File: config.mk
export PLATFORM = sky130hd
export DESIGN_NAME = starfield_rx
export DESIGN_NICKNAME = d
export VERILOG_FILES = /design/src/rtl/starfield_rx_pkg.sv /design/src/rtl/vga_frame_crc.sv /design/src/rtl/starfield_rx.sv
export SDC_FILE = /design/constraint.sdc
export NUM_CORES = 1
export LEC_CHECK = 0
export ABC_CLOCK_PERIOD_IN_PS = 9600
export CORE_UTILIZATION = 45
export CTS_CLUSTER_SIZE = 10
export DETAILED_ROUTE_END_ITERATION = 10
export GPL_TIMING_DRIVEN = 1
export PLACE_DENSITY_LB_ADDON = 0.12
export SYNTH_ARGS = -nofsm -noshare
export SYNTH_HDL_FRONTEND = slang
export SYNTH_HIERARCHICAL = 1
export SYNTH_SLANG_ARGS = --single-unit
File: constraint.sdc
create_clock -name clk -period 9.6 [get_ports clk]
set_input_delay 2.4 -clock clk [delete_from_list [all_inputs] [get_ports clk]]
set_output_delay 2.4 -clock clk [all_outputs]
set_load 0.02 [all_outputs]
File: src/rtl/starfield_rx_pkg.sv
// Shared definitions for the starfield_rx VGA sink: lock FSM states,
// default raster timing and the CRC-16/CCITT constants and step function.
package starfield_rx_pkg;

    typedef enum logic [1:0] {
        SEARCH  = 2'd0,
        ACQUIRE = 2'd1,
        LOCKED  = 2'd2
    } rx_state_t;

    localparam int DEF_H_DISPLAY    = 256;
    localparam int DEF_H_SYNC_START = 263;
    localparam int DEF_H_TOTAL      = 309;
    localparam int DEF_V_DISPLAY    = 240;
    localparam int DEF_V_SYNC_START = 245;
    localparam int DEF_V_TOTAL      = 262;
    localparam int DEF_LOCK_FRAMES  = 2;

    localparam logic [15:0] CRC_POLY = 16'h1021;
    localparam logic [15:0] CRC_INIT = 16'hFFFF;

    // Shift one 3-bit pixel into the CRC, rgb[2] first.
    function automatic logic [15:0] crc16_step3(input logic [15:0] crc_in,
                                                input logic [2:0]  sym);
        logic [15:0] c;
        c = crc_in;
        for (int i = 2; i >= 0; i--) begin
            if (c[15] ^ sym[i]) begin
                c = {c[14:0], 1'b0} ^ CRC_POLY;
            end else begin
                c = {c[14:0], 1'b0};
            end
        end
        return c;
    endfunction

endpackage

File: src/rtl/vga_frame_crc.sv
// Per-frame CRC-16 accumulator: one 3-bit symbol per enabled cycle.
// i_clear restarts from CRC_INIT; clear and enable together restart and
// absorb the current symbol. o_crc_next is the value after this cycle.
module vga_frame_crc
    import starfield_rx_pkg::*;
(
    input  logic        clk,
    input  logic        reset,
    input  logic        i_clear,
    input  logic        i_en,
    input  logic [2:0]  i_data,
    output logic [15:0] o_crc_next
);

    logic [15:0] r_crc;
    logic [15:0] w_base;
    logic [15:0] w_crc_next;

    // Select the starting value and optionally absorb the symbol.
    always_comb begin
        w_base     = i_clear ? CRC_INIT : r_crc;
        w_crc_next = i_en ? crc16_step3(w_base, i_data) : w_base;
    end

    // Running CRC register.
    always_ff @(posedge clk) begin
        if (reset) begin
            r_crc <= CRC_INIT;
        end else begin
            r_crc <= w_crc_next;
        end
    end

    assign o_crc_next = w_crc_next;

endmodule

File: src/rtl/starfield_rx.sv
// starfield_rx: VGA sink that recovers hpos/vpos from hsync/vsync, checks
// the raster timing, locks after LOCK_FRAMES good frames and reports a
// lit-pixel count and CRC-16 for every fully locked visible frame.
// Optional build macro STARFIELD_RX_BORDER_CHECK_EN: non-zero rgb during
// blanking while locked is treated as a timing violation.
module starfield_rx
    import starfield_rx_pkg::*;
#(
    parameter int H_DISPLAY    = DEF_H_DISPLAY,
    parameter int H_SYNC_START = DEF_H_SYNC_START,
    parameter int H_TOTAL      = DEF_H_TOTAL,
    parameter int V_DISPLAY    = DEF_V_DISPLAY,
    parameter int V_SYNC_START = DEF_V_SYNC_START,
    parameter int V_TOTAL      = DEF_V_TOTAL,
    parameter int LOCK_FRAMES  = DEF_LOCK_FRAMES,
    parameter bit SYNC_ACTIVE  = 1'b1
) (
    input  logic        clk,
    input  logic        reset,
    input  logic        hsync,
    input  logic        vsync,
    input  logic [2:0]  rgb,
    output logic [15:0] hpos,
    output logic [15:0] vpos,
    output logic        locked,
    output logic        display_on,
    output logic        sync_error,
    output logic        frame_done,
    output logic [15:0] star_count,
    output logic [15:0] frame_crc
);

    localparam logic [15:0] HD_W     = 16'(H_DISPLAY);
    localparam logic [15:0] HSS_W    = 16'(H_SYNC_START);
    localparam logic [15:0] HSS_P1_W = 16'(H_SYNC_START + 1);
    localparam logic [15:0] HT_M1_W  = 16'(H_TOTAL - 1);
    localparam logic [15:0] VD_W     = 16'(V_DISPLAY);
    localparam logic [15:0] VSS_W    = 16'(V_SYNC_START);
    localparam logic [15:0] VT_M1_W  = 16'(V_TOTAL - 1);
    localparam logic [15:0] HD_M1_W  = 16'(H_DISPLAY - 1);
    localparam logic [15:0] VD_M1_W  = 16'(V_DISPLAY - 1);
    localparam logic [7:0]  LOCK_N   = 8'(LOCK_FRAMES);

    // Input stage and sync history
    logic        r_hsync, r_vsync, r_hsync_prev, r_vsync_prev;
    logic [2:0]  r_rgb;
    // Position of the previous sample; the current sample is predicted from it
    logic [15:0] r_hcnt, r_vcnt;
    logic        r_hs_edge_prev;
    logic        r_vs_seen;
    rx_state_t   r_state;
    logic [7:0]  r_good_cnt;
    logic [15:0] r_count;
    logic        r_frame_ok;
    logic        r_frame_done;
    logic [15:0] r_star_count, r_frame_crc;

    logic        w_hs_edge, w_vs_edge, w_hwrap;
    logic [15:0] w_pred_h, w_pred_v, w_hpos, w_vpos;
    logic        w_hs_err, w_vs_err, w_border_err, w_err, w_vs_good;
    logic        w_area, w_locked, w_display_on, w_first, w_last;
    logic [15:0] w_count_next, w_crc_next;
    rx_state_t   w_state_next;
    logic [7:0]  w_good_next;

    // Register the raw inputs and keep one older sync sample for edges.
    always_ff @(posedge clk) begin
        if (reset) begin
            r_hsync      <= ~SYNC_ACTIVE;
            r_vsync      <= ~SYNC_ACTIVE;
            r_hsync_prev <= ~SYNC_ACTIVE;
            r_vsync_prev <= ~SYNC_ACTIVE;
            r_rgb        <= 3'd0;
        end else begin
            r_hsync      <= hsync;
            r_vsync      <= vsync;
            r_hsync_prev <= r_hsync;
            r_vsync_prev <= r_vsync;
            r_rgb        <= rgb;
        end
    end

    // Predict the current sample's position, then apply sync-edge forcing
    // and evaluate every timing violation for this sample.
    always_comb begin
        w_hs_edge = (r_hsync == SYNC_ACTIVE) && (r_hsync_prev != SYNC_ACTIVE);
        w_vs_edge = (r_vsync == SYNC_ACTIVE) && (r_vsync_prev != SYNC_ACTIVE);
        w_hwrap   = (r_hcnt == HT_M1_W);
        w_pred_h  = w_hwrap ? 16'd0 : r_hcnt + 16'd1;
        if (w_hwrap) begin
            w_pred_v = (r_vcnt == VT_M1_W) ? 16'd0 : r_vcnt + 16'd1;
        end else begin
            w_pred_v = r_vcnt;
        end
        w_hpos = w_hs_edge ? HSS_W : w_pred_h;
        w_vpos = w_vs_edge ? VSS_W : w_pred_v;

        w_vs_good = w_vs_edge && (w_pred_v == VSS_W) && (w_pred_h == HSS_W);
        // A missing hsync shows up one pixel after its slot with no edge
        // on the previous sample.
        w_hs_err = w_hs_edge ? (w_pred_h != HSS_W)
                             : ((w_pred_h == HSS_P1_W) && !r_hs_edge_prev);
        // A missing vsync shows up when the sync line ends without an edge.
        w_vs_err = w_vs_edge ? !w_vs_good
                             : (w_hwrap && (r_vcnt == VSS_W) && !r_vs_seen);
        w_area = (w_hpos < HD_W) && (w_vpos < VD_W);
`ifdef STARFIELD_RX_BORDER_CHECK_EN
        w_border_err = (r_state == LOCKED) && !w_area && (r_rgb != 3'd0);
`else
        w_border_err = 1'b0;
`endif
        w_err = (r_state != SEARCH) && (w_hs_err || w_vs_err || w_border_err);

        w_locked     = (r_state == LOCKED) && !w_err;
        w_display_on = w_locked && w_area;
        w_first      = (w_hpos == 16'd0) && (w_vpos == 16'd0);
        w_last       = (w_hpos == HD_M1_W) && (w_vpos == VD_M1_W);
    end

    // Position counters and per-line/frame sync bookkeeping.
    always_ff @(posedge clk) begin
        if (reset) begin
            // Chosen so the first sample after reset predicts (0,0).
            r_hcnt         <= HT_M1_W;
            r_vcnt         <= VT_M1_W;
            r_hs_edge_prev <= 1'b0;
            r_vs_seen      <= 1'b0;
        end else begin
            r_hcnt         <= w_hpos;
            r_vcnt         <= w_vpos;
            r_hs_edge_prev <= w_hs_edge;
            if (w_vs_edge) begin
                r_vs_seen <= 1'b1;
            end else if (w_hwrap && (r_vcnt == VSS_W)) begin
                r_vs_seen <= 1'b0;
            end
        end
    end

    // Lock FSM next-state logic.
    always_comb begin
        w_state_next = r_state;
        w_good_next  = r_good_cnt;
        case (r_state)
            SEARCH: begin
                if (w_vs_edge) begin
                    w_state_next = ACQUIRE;
                    w_good_next  = 8'd0;
                end
            end
            ACQUIRE: begin
                if (w_err) begin
                    w_state_next = SEARCH;
                end else if (w_vs_good) begin
                    w_good_next = r_good_cnt + 8'd1;
                    if (w_good_next == LOCK_N) begin
                        w_state_next = LOCKED;
                    end
                end
            end
            LOCKED: begin
                if (w_err) begin
                    w_state_next = SEARCH;
                end
            end
            default: w_state_next = SEARCH;
        endcase
    end

    // Lock FSM state register.
    always_ff @(posedge clk) begin
        if (reset) begin
            r_state    <= SEARCH;
            r_good_cnt <= 8'd0;
        end else begin
            r_state    <= w_state_next;
            r_good_cnt <= w_good_next;
        end
    end

    // Saturating lit-pixel count, restarted at the first pixel of a frame.
    always_comb begin
        w_count_next = r_count;
        if (w_first) begin
            w_count_next = 16'd0;
        end
        if (w_display_on && (r_rgb != 3'd0) && (w_count_next != 16'hFFFF)) begin
            w_count_next = w_count_next + 16'd1;
        end
    end

    vga_frame_crc u_crc (
        .clk        (clk),
        .reset      (reset),
        .i_clear    (w_first),
        .i_en       (w_display_on),
        .i_data     (r_rgb),
        .o_crc_next (w_crc_next)
    );

    // Accumulate statistics and publish them after a fully locked frame.
    always_ff @(posedge clk) begin
        if (reset) begin
            r_count      <= 16'd0;
            r_frame_ok   <= 1'b0;
            r_frame_done <= 1'b0;
            r_star_count <= 16'd0;
            r_frame_crc  <= 16'd0;
        end else begin
            r_count <= w_count_next;
            if (w_first) begin
                r_frame_ok <= w_locked;
            end else if (!w_locked) begin
                r_frame_ok <= 1'b0;
            end
            r_frame_done <= w_display_on && w_last && r_frame_ok;
            if (w_display_on && w_last && r_frame_ok) begin
                r_star_count <= w_count_next;
                r_frame_crc  <= w_crc_next;
            end
        end
    end

    assign hpos       = w_hpos;
    assign vpos       = w_vpos;
    assign locked     = w_locked;
    assign display_on = w_display_on;
    assign sync_error = w_err;
    assign frame_done = r_frame_done;
    assign star_count = r_star_count;
    assign frame_crc  = r_frame_crc;

endmodule

## Word-level counts from Yosys, hierarchy flattened

Cells that the tools add are included.

- Logic and storage cells: 110
- Flip-flop bits (word level): 117
- Input port bits: 7
- Output and inout bits: 68

- $lt $le $gt $ge: 2
- Bitwise gates (word level): 8
- Multiplexer cells: 28
- Add/subtract/negate cells: 4
- Reduce and logical (&&, ||, !) cells: 31
- Equal/unequal tests: 20

Operators with widths:

| cell | count |
|---|---|
| 16-bit 2-to-1 mux | 9 |
| 16-bit by 8-bit equality test with 1-bit output (second input constant) | 4 |
| 16-bit by 9-bit equality test with 1-bit output (second input constant) | 4 |
| 16-bit by 1-bit adder with 16-bit output (second input constant) | 3 |
| 13-bit 2-to-1 mux | 3 |
| 16-bit zero test | 2 |
| 8-bit 2-to-1 mux | 3 |
| 1-bit logical AND | 17 |
| 16-bit by 8-bit less-than comparator with 1-bit output (second input constant) | 1 |
| 16-bit by 9-bit less-than comparator with 1-bit output (second input constant) | 1 |
| 16-bit inequality test (second input constant) | 1 |
| 16-bit by 9-bit inequality test with 1-bit output (second input constant) | 1 |
| 8-bit case mux with 2 select lines | 1 |
| 2-bit 2-to-1 mux | 5 |
| 3-bit inverter | 3 |
| 8-bit by 1-bit adder with 8-bit output (second input constant) | 1 |
| 8-bit by 2-bit equality test with 1-bit output (second input constant) | 1 |
| 2-bit inequality test (second input constant) | 4 |
| 4-bit AND reduction | 2 |
| 1-bit 2-to-1 mux | 6 |
| 3-bit inequality test (second input constant) | 2 |
| 2-bit case mux with 3 select lines | 1 |
| 2-bit nonzero test | 3 |
| 1-bit zero test | 4 |
| other kinds (8) | 11 |

## Longest topological paths before layout

- Word-level depth: 16
- Mapped depth: 21
- Mapped depth without buffers: 19

## By module

The synthesis kept the hierarchy.

Modules (own cells, without submodules):

| module | cells an instance | area each (um^2) | times used |
|---|---|---|---|
| starfield_rx | 698 | 5,585.4 | 1 |
| vga_frame_crc | 106 | 952.2 | 1 |

## Worst setup path before layout

No wires, ideal clock.

- Path type: register to output
- From: register r_hcnt[7]
- To: output port display_on
- Path buffers: 2
- Cell stages (with the launch flop): 12
- Path slack: 3,378 ps
- Data required time: 7,200 ps
- Arrival: 3,822 ps
- Path through: dfxtp_1 > buf_2 > or4_4 > or4_1 > or3_4 > o2bb2ai_2 > or3b_1 > or4_4 > buf_6 > nand2_1 > nand4_1 > a211oi_1

- Cells in the longest elaborated chain, start to end: 12

Ends and longest elaborated chain:

| element | RTL line | RTL |
|---|---|---|
| start: declaration | starfield_rx.sv:48 | `logic [15:0] r_hcnt, r_vcnt;` |
| start signal: assignment | starfield_rx.sv:129 | `r_hcnt <= w_hpos;` |
| branches (longest 11 deep; another with 16-bit by 1-bit adder with 16-bit output) | n/a |  |
| 1-bit logical AND * | starfield_rx.sv:115 | `w_display_on = w_locked && w_area;` |
| end: declaration | starfield_rx.sv:26 | `output logic display_on,` |

Mark *: on every way between the ends.

## Worst setup path in the final report

- From: register r_hcnt[1]
- To: output port display_on

Same word-level chain as after synthesis.

==> reports/metrics.yaml <==
layout_common_cells: "dfxtp_1, nor2_1, clkdlybuf4s50_1, nand2_1, nor3_1"
power.switching_w: 0.000401
drc: 0
routabilityCongestion: 0.900
hold_end: "r_vs_seen$_SDFFE_PP0P_"
fin_setup_tns_ps: 0
cp_slowest_cell: "or4_4"
grt_pass1_vias: 5657
viasPerCell: 5.81
worst_pin_slew_ps: 971
synthMuxAreaShare_pct: 3.12
synth_xor_area_share_pct: 6.43
pwr-share-comb_pct: 15.8
synth_flop_cell: "dfxtp_1"
hold_viol: 0
power.density_mw_per_mm2: 179
outcome: "complete, no violations"
cts.sinks: 117
grt.total_usage_pct: 24.2
htreeDepth: 4
path_cells: "ha_1, nand3_1, nor4_1, a31oi_1, nor4b_1, nand3_1, or4_4, nand2_1, nand4_1, a211oi_4, buf_4, clkdlybuf4s50_1"
coreArea_mm2: 0.0140
relSlewSlack_pct: 35.2
cts_max_path_buffers: 2
grt_pass1_wl_mm: 28.4
critical-path-max-stage-delay_ps: 680
avgSynthCellArea_um2: 8.13
nets: 860
switching_share_pct: 28.4
timing.final.crit_share_pct: 84.3
synth_cell_types: 71
io_buffers: 74
worstSkewPairLatency_ps: 420
p_seq_share_pct: 37.1
power_frac_clock_pct: 47.1
wl_mm: 17.5
irDropWorstVdd_mv: 0.114
grt_setup_unrepaired: "no"
fill_cells: 1284
rows: 43
hold_depth: 2
hold_buffers: 0
cellInternalPower_w: 0.00101
cts_root_buf: "clkbuf_16"
syn_area_mm2: 0.00654
vias: 6027
crit_path_end_kind: "output port"
worstSetupPathType: "flip-flop to output port"
async_flop_share_pct: 0
drv_cap: 0
antenna_found_initial: 0
syn-instance-count: 804
worstHoldPathType: "flip-flop to flip-flop"
power_w: 0.00141
critPathMaxFanout: 40
synth-edff-count: 0
synthAdderAreaFrac_pct: 1.53
grt_overflow: 0
cts_buffers: 17
grt_max_degree: 62
fp.dieW_um: 123
avgRoutedWirePerCell_um: 16.9
r2r-end: "star_count[9]$_SDFFE_PP0P_"
layout_commonest_cell: "dfxtp_1"
r2r_slack_ps: 3330
drive_gt1_share_pct: 7.46
cts_tree: "yes"
worstPathArrival_ps: 5690
synth-simple-area-share_pct: 32.6
hold_start: "r_vs_seen$_SDFFE_PP0P_"
yosys.area.top_type: "dfxtp_1"
n_antenna_cell: 0
post-cts-setup-buffers: 0
synth_compound_area_share_pct: 15.6
syn_nets: 819
ys_warn_count: 6
antenna_left: 0
synth-seq-area-share_pct: 35.8
initial_utilization_pct: 46.6
pin_count: 75
reg2reg_depth: 16
syn2layout_area_growth_pct: 20.8
power_leakage_nw: 2.68
crit_required_ps: 7200
setup_violations: 0
dp.final_hpwl_mm: 12.0
drt-pass1-iter-count: 5
skew_ps: 11.2
drt-initial-drc-count: 387
synth_area_leaders: "dfxtp_1, nor2_1, xnor2_1, nand2_1, nor3_1"
dieArea_mm2: 0.0150
fin_crit_ps: 8090
cts.clk_slew.worst_paths_ps: 60
fmax_mhz: 124
cts_resized: 0
cpMostUsedCell: "nand3_1"
crit_path_start_kind: "flip-flop"
synth_top_family_by_area: "simple AND/OR/NAND/NOR gates"
drv_slew: 0
dieHeight_um: 123
r2r-start: "r_hcnt[4]$_SDFF_PP1_"
netlist.area_leader.share_pct: 35.8
ys_seq_elements: 117
worst max-delay path by stage:
stage / slack, ps / start / endpoint
floorplan: 3380 / r_hcnt[7]$_SDFF_PP0_ / display_on
global placement: 2190 / r_hcnt[1]$_SDFF_PP0_ / display_on
detailed placement: 2030 / r_hcnt[1]$_SDFF_PP0_ / display_on
CTS: 1530 / r_hcnt[1]$_SDFF_PP0_ / display_on
global route: 1110 / r_hcnt[1]$_SDFF_PP0_ / display_on
finish: 1510 / r_hcnt[1]$_SDFF_PP0_ / display_on
flip-flops by register name, indices dropped and copies added, names as in the netlist, 2 cells and up:
signal / count
star_count: 16
r_count: 16
r_rgb: 3
r_vcnt: 16
u_crc/r_crc: 16
r_state: 2
r_good_cnt: 8
frame_crc: 16
r_hcnt: 16
metal layers:
layer,vias up,global-route usage [%],share of wire [%]
li1,2981,-,-
met4,0,10.9,2.0
met2,160,36.6,45
met5,-,0,0
met3,29,4.83,5.0
met1,2857,33.0,48
through the flow:
step           cells  util [%]  hold slack, ps  instance area [um2]  worst slack, ps
4_1_cts         1038      56.3             444                 7900             1530
3_5_place_dp    1006      51.9             429                 7280             2030
6_report        1038      56.3             453                 7900             1510
5_1_grt         1038      56.3             483                 7900             1110
2_1_floorplan    804         -             406                 6540             3380
3_3_place_gp    1006      51.9             418                 7280             2190
cells in the mapped netlist, drive strengths merged, types with 12 or more instances:
master / count
or2: 18
a211oi: 19
nand3: 25
o21ai: 25
nand4: 19
nor2b: 27
nand2: 52
nor2: 114
a21oi: 20
clkbuf: 37
dfxtp: 117
nor3: 38
nor4: 15
inv: 14
xor2: 17
xnor2: 31
o211ai: 12
buf: 20
nand2b: 12
or3: 12
mux2i: 17
power by group through the flow:
stage	Combinational, W	Sequential [W]	Clock, W
6_report	0.000224	0.000524	0.000666
5_1_grt	0.000241	0.000527	0.000697
2_1_floorplan	0.000155	0.000517	0
3_5_place_dp	0.000220	0.000534	0
4_1_cts	0.000221	0.000524	0.000678
3_3_place_gp	0.000218	0.000533	0
cell type report:
cell class | count | area (um2) | share of cell area (%)
Clock buffer | 19 | 433 | 5.48
Clock inverter | 13 | 181 | 2.30
Inverter | 14 | 52.6 | 0.665
Multi-Input combinational cell | 616 | 3890 | 49.3
Sequential cell | 117 | 2340 | 29.7
Tap cell | 180 | 225 | 2.85
Timing Repair Buffer | 79 | 773 | 9.79
worst max-delay path, delay by kind of cell (launching register included):
kind | cells | cell delay, ps
fa+ha+maj | 1 | 410
simple gates | 7 | 2910
flops | 1 | 470
compound gates | 2 | 420
buf+inv | 2 | 1060
logic make-up (layout without fill, tap and decap cells):
| group | Yosys count | in the layout |
|---|---|---|
| flops | 117 | 117 |
| simple gates | 398 | 398 |
| mux | 20 | 20 |
| fa+ha+maj | 8 | 8 |
| compound gates | 142 | 142 |
| buf+inv | 71 | 125 |
| xor+xnor | 48 | 48 |
Power figures use the tool's default switching activity.
